--- config.mk ---
export PLATFORM = sky130hd
export DESIGN_NAME = boss_projectile_pool
export DESIGN_NICKNAME = d
export VERILOG_FILES = /design/src/rtl/game_pkg.sv /design/src/rtl/projectile_slot.sv /design/src/rtl/boss_projectile_pool.sv
export SDC_FILE = /design/constraint.sdc
export NUM_CORES = 1
export LEC_CHECK = 0
export BUFFER_PORTS_ARGS = -buffer_cell sky130_fd_sc_hd__buf_2
export CORE_UTILIZATION = 35
export DETAILED_ROUTE_END_ITERATION = 12
export GPL_TIMING_DRIVEN = 0
export SLEW_MARGIN = 40
export SYNTH_ARGS = -nofsm -noshare
export SYNTH_HDL_FRONTEND = slang
export SYNTH_SLANG_ARGS = --single-unit
--- constraint.sdc ---
create_clock -name Clk -period 9 [get_ports Clk]
set_input_delay 1.35 -clock Clk [delete_from_list [all_inputs] [get_ports Clk]]
set_output_delay 1.35 -clock Clk [all_outputs]
set_load 0.01 [all_outputs]
--- src/rtl/game_pkg.sv ---
// Shared types and constants for the boss-level projectile logic.
package game_pkg;

  localparam int unsigned COORD_W  = 10;
  localparam int unsigned SCREEN_W = 640;
  localparam int unsigned SCREEN_H = 480;

  typedef enum logic [1:0] {
    IDLE,
    FLIGHT,
    HIT
  } slot_state_t;

  // Unsigned absolute difference of two screen coordinates.
  function automatic logic [COORD_W-1:0] abs_diff(input logic [COORD_W-1:0] a,
                                                  input logic [COORD_W-1:0] b);
    return (a >= b) ? (a - b) : (b - a);
  endfunction

endpackage

--- src/rtl/projectile_slot.sv ---
// One projectile slot: state machine, position registers and target hit compare.
// Ports: Clk/Reset (async active-low); tick = frame update strobe; launch loads
// launch_x/launch_y; hit_en gates hit detection; x_pos/y_pos/active registered;
// idle_c and hit_c are combinational views of the current (pre-move) slot.
module projectile_slot
  import game_pkg::*;
#(
  parameter int unsigned SPEED         = 4,
  parameter int unsigned HIT_THRESHOLD = 50
) (
  input  logic               Clk,
  input  logic               Reset,
  input  logic               tick,
  input  logic               launch,
  input  logic               hit_en,
  input  logic [COORD_W-1:0] launch_x,
  input  logic [COORD_W-1:0] launch_y,
  input  logic [COORD_W-1:0] target_x,
  input  logic [COORD_W-1:0] target_y,
  output logic [COORD_W-1:0] x_pos,
  output logic [COORD_W-1:0] y_pos,
  output logic               active,
  output logic               idle_c,
  output logic               hit_c
);

  localparam logic [COORD_W-1:0] SPEED_C = COORD_W'(SPEED);
  localparam logic [COORD_W-1:0] TH_C    = COORD_W'(HIT_THRESHOLD);

  slot_state_t state;

  assign idle_c = (state == IDLE);

  // Hit test looks at the position before this frame's move.
  assign hit_c = (state == FLIGHT) && hit_en &&
                 (abs_diff(x_pos, target_x) < TH_C) &&
                 (abs_diff(y_pos, target_y) < TH_C);

  always_ff @(posedge Clk or negedge Reset) begin
    if (!Reset) begin
      state  <= IDLE;
      x_pos  <= '0;
      y_pos  <= '0;
      active <= 1'b0;
    end else if (tick) begin
      case (state)
        IDLE: begin
          if (launch) begin
            state  <= FLIGHT;
            x_pos  <= launch_x;
            y_pos  <= launch_y;
            active <= 1'b1;
          end
        end
        FLIGHT: begin
          // A hit takes priority over leaving the top of the screen.
          if (hit_c) begin
            state  <= HIT;
            active <= 1'b0;
          end else if (y_pos < SPEED_C) begin
            state  <= IDLE;
            active <= 1'b0;
          end else begin
            y_pos <= y_pos - SPEED_C;
          end
        end
        HIT: begin
          state <= IDLE;
        end
        default: begin
          state  <= IDLE;
          active <= 1'b0;
        end
      endcase
    end
  end

endmodule

--- src/rtl/boss_projectile_pool.sv ---
// Pool of player projectiles for boss levels: frame tick sync, slot allocation,
// launch cooldown, hit counting, boss hit points, score and win state.
// Ports: Clk/Reset (async active-low); frame_clk raw vsync-rate clock; shoot
// fire request; player/target positions in; per-slot positions and
// slot_active, hit_pulse, boss_hp, boss_dead, score out (all registered).
module boss_projectile_pool
  import game_pkg::*;
#(
  parameter int unsigned NUM_SLOTS       = 3,
  parameter int unsigned SPEED           = 4,
  parameter int unsigned HIT_THRESHOLD   = 50,
  parameter int unsigned BOSS_HP         = 8,
  parameter int unsigned COOLDOWN_FRAMES = 6,
  parameter int unsigned PTS_PER_HIT     = 10
) (
  input  logic                              Clk,
  input  logic                              Reset,
  input  logic                              frame_clk,
  input  logic                              shoot,
  input  logic [COORD_W-1:0]                player_x_pos,
  input  logic [COORD_W-1:0]                player_y_pos,
  input  logic [COORD_W-1:0]                target_x_pos,
  input  logic [COORD_W-1:0]                target_y_pos,
  output logic [NUM_SLOTS-1:0][COORD_W-1:0] proj_x_pos,
  output logic [NUM_SLOTS-1:0][COORD_W-1:0] proj_y_pos,
  output logic [NUM_SLOTS-1:0]              slot_active,
  output logic                              hit_pulse,
  output logic [7:0]                        boss_hp,
  output logic                              boss_dead,
  output logic [15:0]                       score
);

  localparam int unsigned CNT_W   = 4;
  localparam int unsigned CD_W    = 8;
  localparam int unsigned SCORE_W = 16;

  logic [2:0]           fsync;
  logic                 tick;
  logic [CD_W-1:0]      cooldown;
  logic [NUM_SLOTS-1:0] idle_c;
  logic [NUM_SLOTS-1:0] hit_c;
  logic [NUM_SLOTS-1:0] grant_c;
  logic                 launch_c;
  logic [CNT_W-1:0]     hit_cnt_c;
  logic [SCORE_W:0]     score_sum_c;

  // Two-flop synchroniser plus edge detect; tick is one Clk wide.
  always_ff @(posedge Clk or negedge Reset) begin
    if (!Reset) begin
      fsync <= '0;
      tick  <= 1'b0;
    end else begin
      fsync <= {fsync[1:0], frame_clk};
      tick  <= fsync[1] & ~fsync[2];
    end
  end

  // Lowest-index slot that is IDLE at the start of the tick.
  always_comb begin
    grant_c = '0;
    for (int i = NUM_SLOTS - 1; i >= 0; i--) begin
      if (idle_c[i]) grant_c = NUM_SLOTS'(1) << i;
    end
  end

  assign launch_c = tick && shoot && (cooldown == '0) && !boss_dead && (grant_c != '0);

  always_comb begin
    hit_cnt_c = '0;
    for (int i = 0; i < NUM_SLOTS; i++) hit_cnt_c = hit_cnt_c + CNT_W'(hit_c[i]);
  end

  assign score_sum_c = (SCORE_W + 1)'(score) +
                       (SCORE_W + 1)'(PTS_PER_HIT) * (SCORE_W + 1)'(hit_cnt_c);

  for (genvar g = 0; g < NUM_SLOTS; g++) begin : g_slot
    projectile_slot #(
      .SPEED         (SPEED),
      .HIT_THRESHOLD (HIT_THRESHOLD)
    ) u_slot (
      .Clk      (Clk),
      .Reset    (Reset),
      .tick     (tick),
      .launch   (launch_c && grant_c[g]),
      .hit_en   (!boss_dead),
      .launch_x (player_x_pos),
      .launch_y (player_y_pos),
      .target_x (target_x_pos),
      .target_y (target_y_pos),
      .x_pos    (proj_x_pos[g]),
      .y_pos    (proj_y_pos[g]),
      .active   (slot_active[g]),
      .idle_c   (idle_c[g]),
      .hit_c    (hit_c[g])
    );
  end

  // Cooldown, hit points, score and win state.
  always_ff @(posedge Clk or negedge Reset) begin
    if (!Reset) begin
      cooldown  <= '0;
      hit_pulse <= 1'b0;
      boss_hp   <= 8'(BOSS_HP);
      boss_dead <= 1'b0;
      score     <= '0;
    end else begin
      hit_pulse <= 1'b0;
      boss_dead <= boss_dead | (boss_hp == '0);
      if (tick) begin
        if (launch_c) begin
          cooldown <= CD_W'(COOLDOWN_FRAMES);
        end else if (cooldown != '0) begin
          cooldown <= cooldown - CD_W'(1);
        end
        if (hit_cnt_c != '0) begin
          hit_pulse <= 1'b1;
          boss_hp   <= (8'(hit_cnt_c) >= boss_hp) ? 8'd0 : boss_hp - 8'(hit_cnt_c);
          score     <= score_sum_c[SCORE_W] ? 16'hFFFF : score_sum_c[SCORE_W-1:0];
        end
      end
    end
  end

endmodule

Word-level counts from Yosys, hierarchy flattened
Cells that the tools add are included.
- register bits: 107
- bits of input ports: 44
- output and inout bits: 89
- word-level logic and storage cells: 174
- $add $sub $neg: 20
- $mul: 1
- $lt $le $gt $ge: 16
- equal/unequal tests: 18
- mux-type cells: 51
- bitwise logic cells: 6
- reductions and logical operators: 43
- operators by type and width (operator ; count):
    $mux 10 ; 15
    $sub 10x10->10 ; 12
    $ge 10x10->1 ; 6
    $lt 10x6->1 const B ; 6
    $pmux 10 s2 ; 3
    $lt 10x3->1 const B ; 3
    $sub 10x3->10 const B ; 3
    $mux 8 ; 3
    $mux 2 ; 9
    $reduce_and 3->1 ; 6
    $add 16x7->17 ; 1
    $logic_and 1x1->1 ; 16
    $logic_not 8->1 ; 2
    $mux 16 ; 1
    $reduce_and 5->1 ; 3
    $ne 2x2->1 const B ; 6
    $pmux 2 s2 ; 3
    $reduce_and 4->1 ; 3
    $mux 1 ; 11
    $mux 3 ; 3
    $ne 3x2->1 const B ; 3
    $pmux 1 s3 ; 3
    $ge 3x8->1 ; 1
    $reduce_bool 2->1 ; 4
    17 further kinds ; 29

Longest topological paths before layout
Gate-level depths: netlist of run 1.
- depth after elaboration: 10
- mapped depth: 26
- gate-level depth less buffers: 26

Modules after synthesis
Synthesis of run 1 repeated with hierarchy kept, for this count alone.
- cell total of the unflattened synthesis: 1379
- area, all modules: 11207.0 µm²
- by module, submodules not included (module ; instances ; cells each ; area each (µm²) ; seq. area each (µm²)):
    projectile_slot at g_slot[2].u_slot ; 1 ; 386 ; 3081.7 ; 575.6
    projectile_slot at g_slot[0].u_slot ; 1 ; 396 ; 3050.4 ; 575.6
    projectile_slot at g_slot[1].u_slot ; 1 ; 385 ; 2975.4 ; 575.6
    boss_projectile_pool ; 1 ; 212 ; 2099.5 ; 952.2

Worst setup path before layout of run 1
OpenSTA, ideal clock, no wires.
- kind: input -> register
- from: input target_x_pos[1]
- to: register score[4]
- library setup time: 87 ps
- arrival time: 5960 ps
- required time: 8913 ps
- path slack: 2954 ps
- stages: 18
- buffers on the path: 1
- cell sequence: inv_1 -> ha_1 -> nor2b_1 -> o21bai_1 -> a31oi_1 -> or3_1 -> a211o_1 -> or4_1 -> a211oi_2 -> fa_1 -> ha_1 -> a21oi_1 -> nand2b_1 -> a21oi_1 -> nand4_1 -> or3_1 -> clkbuf_1 -> o211ai_1
- longest elaborated chain between the ends: 10
- elaborated cells on any way between the ends: 28
- those cells by class: add/sub (9); mul (1); order compare (6); mux (4); reduce/logical (8)
- ends and longest elaborated chain (what ; RTL line ; source):
    from (decl) ; boss_projectile_pool.sv:22 ; input logic [COORD_W-1:0] target_x_pos,
    $sub 10x10->10 or $ge 10x10->1 (tied branches) ; game_pkg.sv:17 ; return (a >= b) ? (a - b) : (b - a);
    $mux 10 ; game_pkg.sv:17 ;
    $lt 10x6->1 ; projectile_slot.sv:36 ; (abs_diff(x_pos, target_x) < TH_C) &&
    $logic_and 1x1->1 ; projectile_slot.sv:35 ; assign hit_c = (state == FLIGHT) && hit_en &&
    $logic_and 1x1->1 ; projectile_slot.sv:36 ;
    $add 1x1->2 ; boss_projectile_pool.sv:70 ; for (int i = 0; i < NUM_SLOTS; i++) hit_cnt_c = hit_cnt_c + CNT_W'(hit_c[i]);
    $add 2x1->3 (*) ; boss_projectile_pool.sv:70 ;
    $mul 3x3->6 ; boss_projectile_pool.sv:74 ; (SCORE_W + 1)'(PTS_PER_HIT) * (SCORE_W + 1)'(hit_cnt_c);
    $add 16x7->17 ; boss_projectile_pool.sv:73 ; assign score_sum_c = (SCORE_W + 1)'(score) +
    $mux 16 ; boss_projectile_pool.sv:118 ; score <= score_sum_c[SCORE_W] ? 16'hFFFF : score_sum_c[SCORE_W-1:0];
    to (signal assigned) ; boss_projectile_pool.sv:118 ;
    to (decl) ; boss_projectile_pool.sv:30 ; output logic [15:0] score
Mark *: on every way between the ends. The rest lies on a longest branch, timed or not.
A chain may end at the register's enable or synchronous reset.

Worst setup path after layout of run 1
Ends and elaborated chain as after synthesis.

==> results.tsv, run 1 <==
metric	value	unit
initial antenna violation count	1	
Clock Latency Late Sink	360	ps
Final Setup Violations	0	
Die Wd	178	um
Final Instance Area	0.0124	sq mm
CTS Hold Bufs	0	
top-level I/O count	133	
Sink Count	107	
WL/cell	18.0	um
critical setup path kind	input port to flip-flop	
hold path depth	0	
Arrival @ worst endpoint	7430	ps
Fillers	3047	
maximum fanout along the worst path	10	
placed cell areas	0.0120	sq mm
DP Wirelength	26000	um
pwr/cell area	155	mW/mm^2
startpoint types	input port	
reg-to-reg slack, setup	2660	ps
Routed WL	32800	um
Leak	5.85	nW
P_int	1.13	mW
fmax	140	MHz
hold endpoint	fsync[1]$_DFF_PN0_	
clock power share	23.9	%
pre-CTS WS	1500	ps
proportion of synthesized area in mux cells	4.96	%
num rows	63	
routed vias	10000	
Reg-to-Reg End	score[4]$_DFFE_PN0P_	
post-synthesis xor/xnor area fraction	5.51	%
htree depth	3	
Post-Synth Adder-Cell Area	17.1	%
setup slack after layout	1850	ps
YS warnings	0	
R2R Path Start	g_slot[0].u_slot.x_pos[0]$_DFFE_PN0P_	
cts repair resizes	0	
RSZ-0062 raised after global routing	no	
Post-synth top cells	ha_1 (124), inv_1 (116), dfrtp_1 (106)	
Post-synth EDFFs	0	
worst-case clock buffer depth	2	
Initial Utilization	36.0	%
Total GRT Usage	20.8	%
Core Footprint	0.0300	sq mm
syn avg cell area	8.48	sq um
Util after Layout	41.2	%
Fin. Hold Viols	0	
clk_skew	14.2	ps
worst hold slack	352	ps
Synth Area in Simple Gates	17.4	%
layout cells sized above 1	16.1	%
main combinational cell family by area after synthesis	compound AO/OA/AOI/OAI gates	
pin count of the biggest net entering global routing	54	
Die Area	0.0316	sq mm
port bufs	132	
initial DRC count	672	
Worst Tran Pin Value	798	ps
Net Sw Power	0.785	mW
total grt overflow	0	
library cells used by synthesis	88	
hold path startpoint	fsync[0]$_DFF_PN0_	
area leader, netlist	dfrtp_1	
CTS tree	yes	
sequential share of power	31.6	%
Reg clk slew, reported paths	80	ps
Synth Register Bits	107	
top cell type's share of synthesized area	24.5	%
Sw Ratio	41.1	%
fin. max-slew vios	0	
Avg Vias per Cell	5.53	
GPL Wtd Cong	0.910	
Root Buffer	clkbuf_16	
Max-Cap Viols	0	
complex-gate fraction of the synthesized area	24.1	%
maximum VDD drop	94.7	uV
clock buffer count from CTS	9	
Critical Path RT	9280	ps
post-CTS setup buffers	0	
outcome	finished clean	
Syn Nets	1459	
Worst Setup End Kind	flip-flop	
Tmin final	7150	ps
first-pass GRT wire length	51100	um
top cells by area, synth	dfrtp_1 (25%), ha_1 (14%), a21oi_1 (4.9%)	
chip height	178	um
vias in the first global route	9255	
combinational share of power	44.5	%
Slew HR	46.8	%
DRT antenna net count	0	
cells after synthesis	1276	
mapped cell area	0.0108	sq mm
commonest register cell after synthesis	dfrtp_1	
setup TNS	0	ps
final net count	1604	
hold crit path type	flip-flop to flip-flop	
DR pass1 iterations	5	
top-count cell post-synth	ha_1	
cells on worst reg2reg path	20	
Worst Setup SP	target_x_pos[1]	
crit share post-route	79.4	%
Area growth syn-to-layout	14.4	%
asr flop ratio synth	100	%
Seq/Total Area, Yosys	24.8	%
# DRC	0	
-- worst max-delay path by stage --
stage	end	depth (start not counted)
2_1_floorplan	score[4]$_DFFE_PN0P_	18
3_3_place_gp	score[4]$_DFFE_PN0P_	19
3_5_place_dp	score[4]$_DFFE_PN0P_	19
4_1_cts	score[4]$_DFFE_PN0P_	19
5_1_grt	score[4]$_DFFE_PN0P_	19
6_report	score[4]$_DFFE_PN0P_	19
-- state kept, by name, indices dropped and copies added, names as in the netlist --
name / cells
g_slot.u_slot.x_pos: 30
g_slot.u_slot.y_pos: 30
score: 16
boss_hp: 8
cooldown: 8
g_slot.u_slot.state: 6
fsync: 3
g_slot.u_slot.active: 3
boss_dead: 1
hit_pulse: 1
tick: 1
-- stage by stage --
step	total power [mW]	instances
4_1_cts	1.92	1816
2_1_floorplan	1.21	1276
3_5_place_dp	1.45	1800
3_3_place_gp	1.43	1798
6_report	1.91	1817
5_1_grt	2.05	1816
-- power by group through the flow --
stage	Clock, mW	Combinational (mW)	Sequential (mW)
floorplan	0	0.610	0.599
global placement	0	0.825	0.609
detailed placement	0	0.834	0.613
CTS	0.476	0.839	0.603
global route	0.491	0.944	0.610
finish	0.457	0.850	0.604
-- layout by cell type, fill, tap and decap left out, types with 7 or more instances in the layout --
cell / instances
a2111oi_0: 7
a211oi_1: 9
a21o_1: 35
a21oi_1: 105
a221oi_1: 7
a31oi_1: 26
and2_1: 7
and3_1: 16
buf_2: 143
clkbuf_1: 33
clkbuf_16: 9
dfrtp_1: 106
fa_1: 15
ha_1: 124
inv_1: 116
mux2_2: 37
mux2i_1: 12
nand2_1: 81
nand2b_1: 15
nand3_1: 36
nand4_1: 13
nor2_1: 63
nor2b_1: 20
nor3_1: 45
nor3b_1: 8
nor4_1: 10
o211ai_1: 13
o21a_1: 12
o21ai_0: 65
o31ai_1: 17
or3_1: 18
or4_1: 7
xnor2_1: 34
xor2_1: 34
-- per-layer routing --
layer	up-vias	global-route usage, %	wire length, um
met5	-	0	0
met2	291	32.9	14600
met3	24	3.86	2050
met4	0	4.45	474
li1	4964	-	-
met1	4769	29.3	15600
-- worst max-delay path, cell delays in order --
cell	delay, ps
buf_2	200
inv_1	210
fa_1	500
a21o_1	200
a221oi_1	490
nor2b_1	140
nor4_1	340
o31ai_1	170
or4_1	540
a211oi_2	620
fa_1	620
ha_1	350
a21oi_1	90
nand2b_1	150
a21oi_1	200
nand4_1	290
or3_1	550
clkbuf_1	270
o211ai_1	140
-- kinds of logic (layout without fill, tap and decap cells) --
logic type               after synthesis  after routing
AO/OA/AOI/OAI                        383            383
XOR/XNOR                              68             68
adder cells (fa/ha/maj)              139            139
buffers and inverters                169            319
flip-flops                           107            107
multiplexers                          49             49
other                                  0              1
AND/OR/NAND/NOR                      361            361
-- layout make-up --
class / count / area, sq um / share of cell area (%)
clock inverters: 7 / 111 / 0.900
clock buffers: 9 / 225 / 1.82
well taps: 390 / 488 / 3.94
repair buffers: 134 / 718 / 5.81
multi-input cells: 1000 / 7480 / 60.4
plain buffers: 53 / 234 / 1.89
flip-flops and latches: 107 / 2680 / 21.7
inverters: 116 / 435 / 3.52
diodes: 1 / 2.50 / 0.0202
Power figures use the tool's default switching activity.
==> run 2: changes to the inputs <==
==> constraint.sdc (replaced) <==
create_clock -name Clk -period 7 [get_ports Clk]
set_input_delay 1.05 -clock Clk [delete_from_list [all_inputs] [get_ports Clk]]
set_output_delay 1.05 -clock Clk [all_outputs]
set_load 0.01 [all_outputs]
==> run 2 against run 1 <==
Effect of this change: design area rose by 0.16%; register-to-register slack got worse by 1800 ps; worst setup slack got worse by 1400 ps; hold slack barely moved; core utilization rose by 0.067 points; clock-buffer cell count did not move; global-route usage did not move; non-clock buffer count rose by 1.
==> results.tsv, run 2 (same netlist as run 1, synthesis figures left out) <==
metric	value	unit	change
maximum VDD drop	124	uV	+31%
fmax	152	MHz	
Total GRT Usage	20.8	%	unchanged
layout cells sized above 1	16.2	%	+0.13 points
Final Setup Violations	0		unchanged
Tmin final	6590	ps	
most common cell after layout, fill and taps aside	buf_2		
pin count of the biggest net entering global routing	54		unchanged
Slew HR	44.0	%	-2.8 points
outcome	finished clean		
RSZ-0062 raised after global routing	no		
Reg clk slew, reported paths	80	ps	about the same
# DRC	0		unchanged
Leak	5.85	nW	about the same
critical-path cell list	buf_2, inv_1, fa_1, a21o_1, a221oi_1, nor2b_1, nor4_1, o31ai_1, or4_1, a211oi_4, fa_1, ha_1, a21oi_1, nand2b_1, a21oi_1, nand4_1, or3_1, clkbuf_1, o211ai_1		
pwr/cell area	199	mW/mm^2	+29%
Clock Latency Late Sink	370	ps	about the same
total grt overflow	0		unchanged
Core Footprint	0.0300	sq mm	unchanged
CTS Hold Bufs	0		unchanged
GPL Wtd Cong	0.910		unchanged
Worst path slowest cell	or4_1		
WL/cell	18.0	um	about the same
Total Power	2.46	mW	+29%
Initial Utilization	36.0	%	unchanged
Largest stage delay, worst path	560	ps	-60 ps
Max-Cap Viols	0		unchanged
Die Wd	178	um	unchanged
hold crit path type	flip-flop to flip-flop		
Fin. Hold Viols	0		unchanged
Largest regs	g_slot.u_slot.x_pos: 30 flops, g_slot.u_slot.y_pos: 30 flops, score: 16 flops		
critical setup path kind	input port to flip-flop		
startpoint types	input port		
Root Buffer	clkbuf_16		
buffer and inverter count on the worst path	3		unchanged
initial DRC count	659		-1.9%
reg-to-reg slack, setup	910	ps	-1750 ps
Sink Count	107		unchanged
DP Wirelength	26000	um	unchanged
pre-CTS WS	-201	ps	-1700 ps
most frequent cells in the layout	buf_2 (143), ha_1 (124), inv_1 (116), dfrtp_1 (106), a21oi_1 (105)		
Worst Tran Pin Value	840	ps	+42.7 ps
placed insts	1800		unchanged
routed vias	10000		unchanged
port bufs	132		unchanged
Arrival @ worst endpoint	6880	ps	-550 ps
Avg Vias per Cell	5.53		about the same
DR pass1 iterations	7		+2
Layout Cells excl Fill	1818		+0.055%
chip height	178	um	unchanged
clock buffer count from CTS	9		unchanged
Routed WL	32800	um	about the same
setup TNS	0	ps	unchanged
final net count	1605		+0.062%
DRT antenna net count	0		unchanged
vias in the first global route	9255		unchanged
setup slack after layout	408	ps	-1440 ps
Die Area	0.0316	sq mm	unchanged
maximum fanout along the worst path	10		unchanged
worst-case clock buffer depth	2		unchanged
clk_skew	15.0	ps	+0.804 ps
CTS tree	yes		
worst hold slack	351	ps	-0.140 ps
Area growth syn-to-layout	14.6	%	
Critical Path RT	7280	ps	-2000 ps
fin. max-slew vios	0		unchanged
crit share post-route	94.2	%	
num rows	63		unchanged
Worst Setup End Kind	flip-flop		
htree depth	3		unchanged
top-level I/O count	133		unchanged
critical path's top delay family	simple AND/OR/NAND/NOR gates		
first-pass GRT wire length	51100	um	unchanged
initial antenna violation count	1		unchanged
==> run 2: final cells by class <==
| cell class | instances | area (sq um) |
|---|---|---|
| Multi-Input combinational cell | 1000 | 7490 |
| Antenna cell | 1 | 2.50 |
| Tap cell | 390 | 488 |
| Clock inverter | 7 | 111 |
| Fill cell | 3044 | 17600 |
| Timing Repair Buffer | 135 | 726 |
| Clock buffer | 9 | 225 |
| Sequential cell | 107 | 2680 |
| Inverter | 116 | 435 |
| Buffer | 53 | 234 |
==> run 2: repair_timing <==
| action | 4_1_cts | 5_1_grt |
|---|---|---|
| setup endpoints to repair | 0 | 10 |
| buffers inserted | 0 | 1 |
| resized for setup | 0 | 2 |
==> run 2: report_power, final <==
group	total [mW]	internal, mW	leakage, nW	switching (mW)
clock network	0.589	0.322	0.162	0.267
logic	1.09	0.447	4.31	0.648
registers	0.777	0.679	1.38	0.0983
total	2.46	1.45	5.85	1.01
==> run 2: worst paths after layout <==
check	startpoint	to	cells past startpoint
max in group asynchronous	Reset	g_slot[2].u_slot.x_pos[7]$_DFFE_PN0P_	3
worst min-delay path	fsync[0]$_DFF_PN0_	fsync[1]$_DFF_PN0_	0
worst min register to register	fsync[0]$_DFF_PN0_	fsync[1]$_DFF_PN0_	0
worst max-delay path	target_x_pos[1]	score[4]$_DFFE_PN0P_	19
min in group asynchronous	Reset	score[1]$_DFFE_PN0P_	1
worst max register to register	g_slot[0].u_slot.x_pos[0]$_DFFE_PN0P_	score[4]$_DFFE_PN0P_	20
==> run 2: layer usage <==
metal,share of wire (%),track usage [%]
met4,1.7,4.45
met5,0,0
met2,44,32.9
met1,47,29.3
met3,6.5,3.86
==> run 2: metrics by stage <==
step	cell area [sq um]	util (%)
final	12400	41.3
after global routing	12400	41.2
after CTS	12400	41.2
after detailed placement	12000	40.1
after global placement	12000	39.8
after floorplan	10800	-
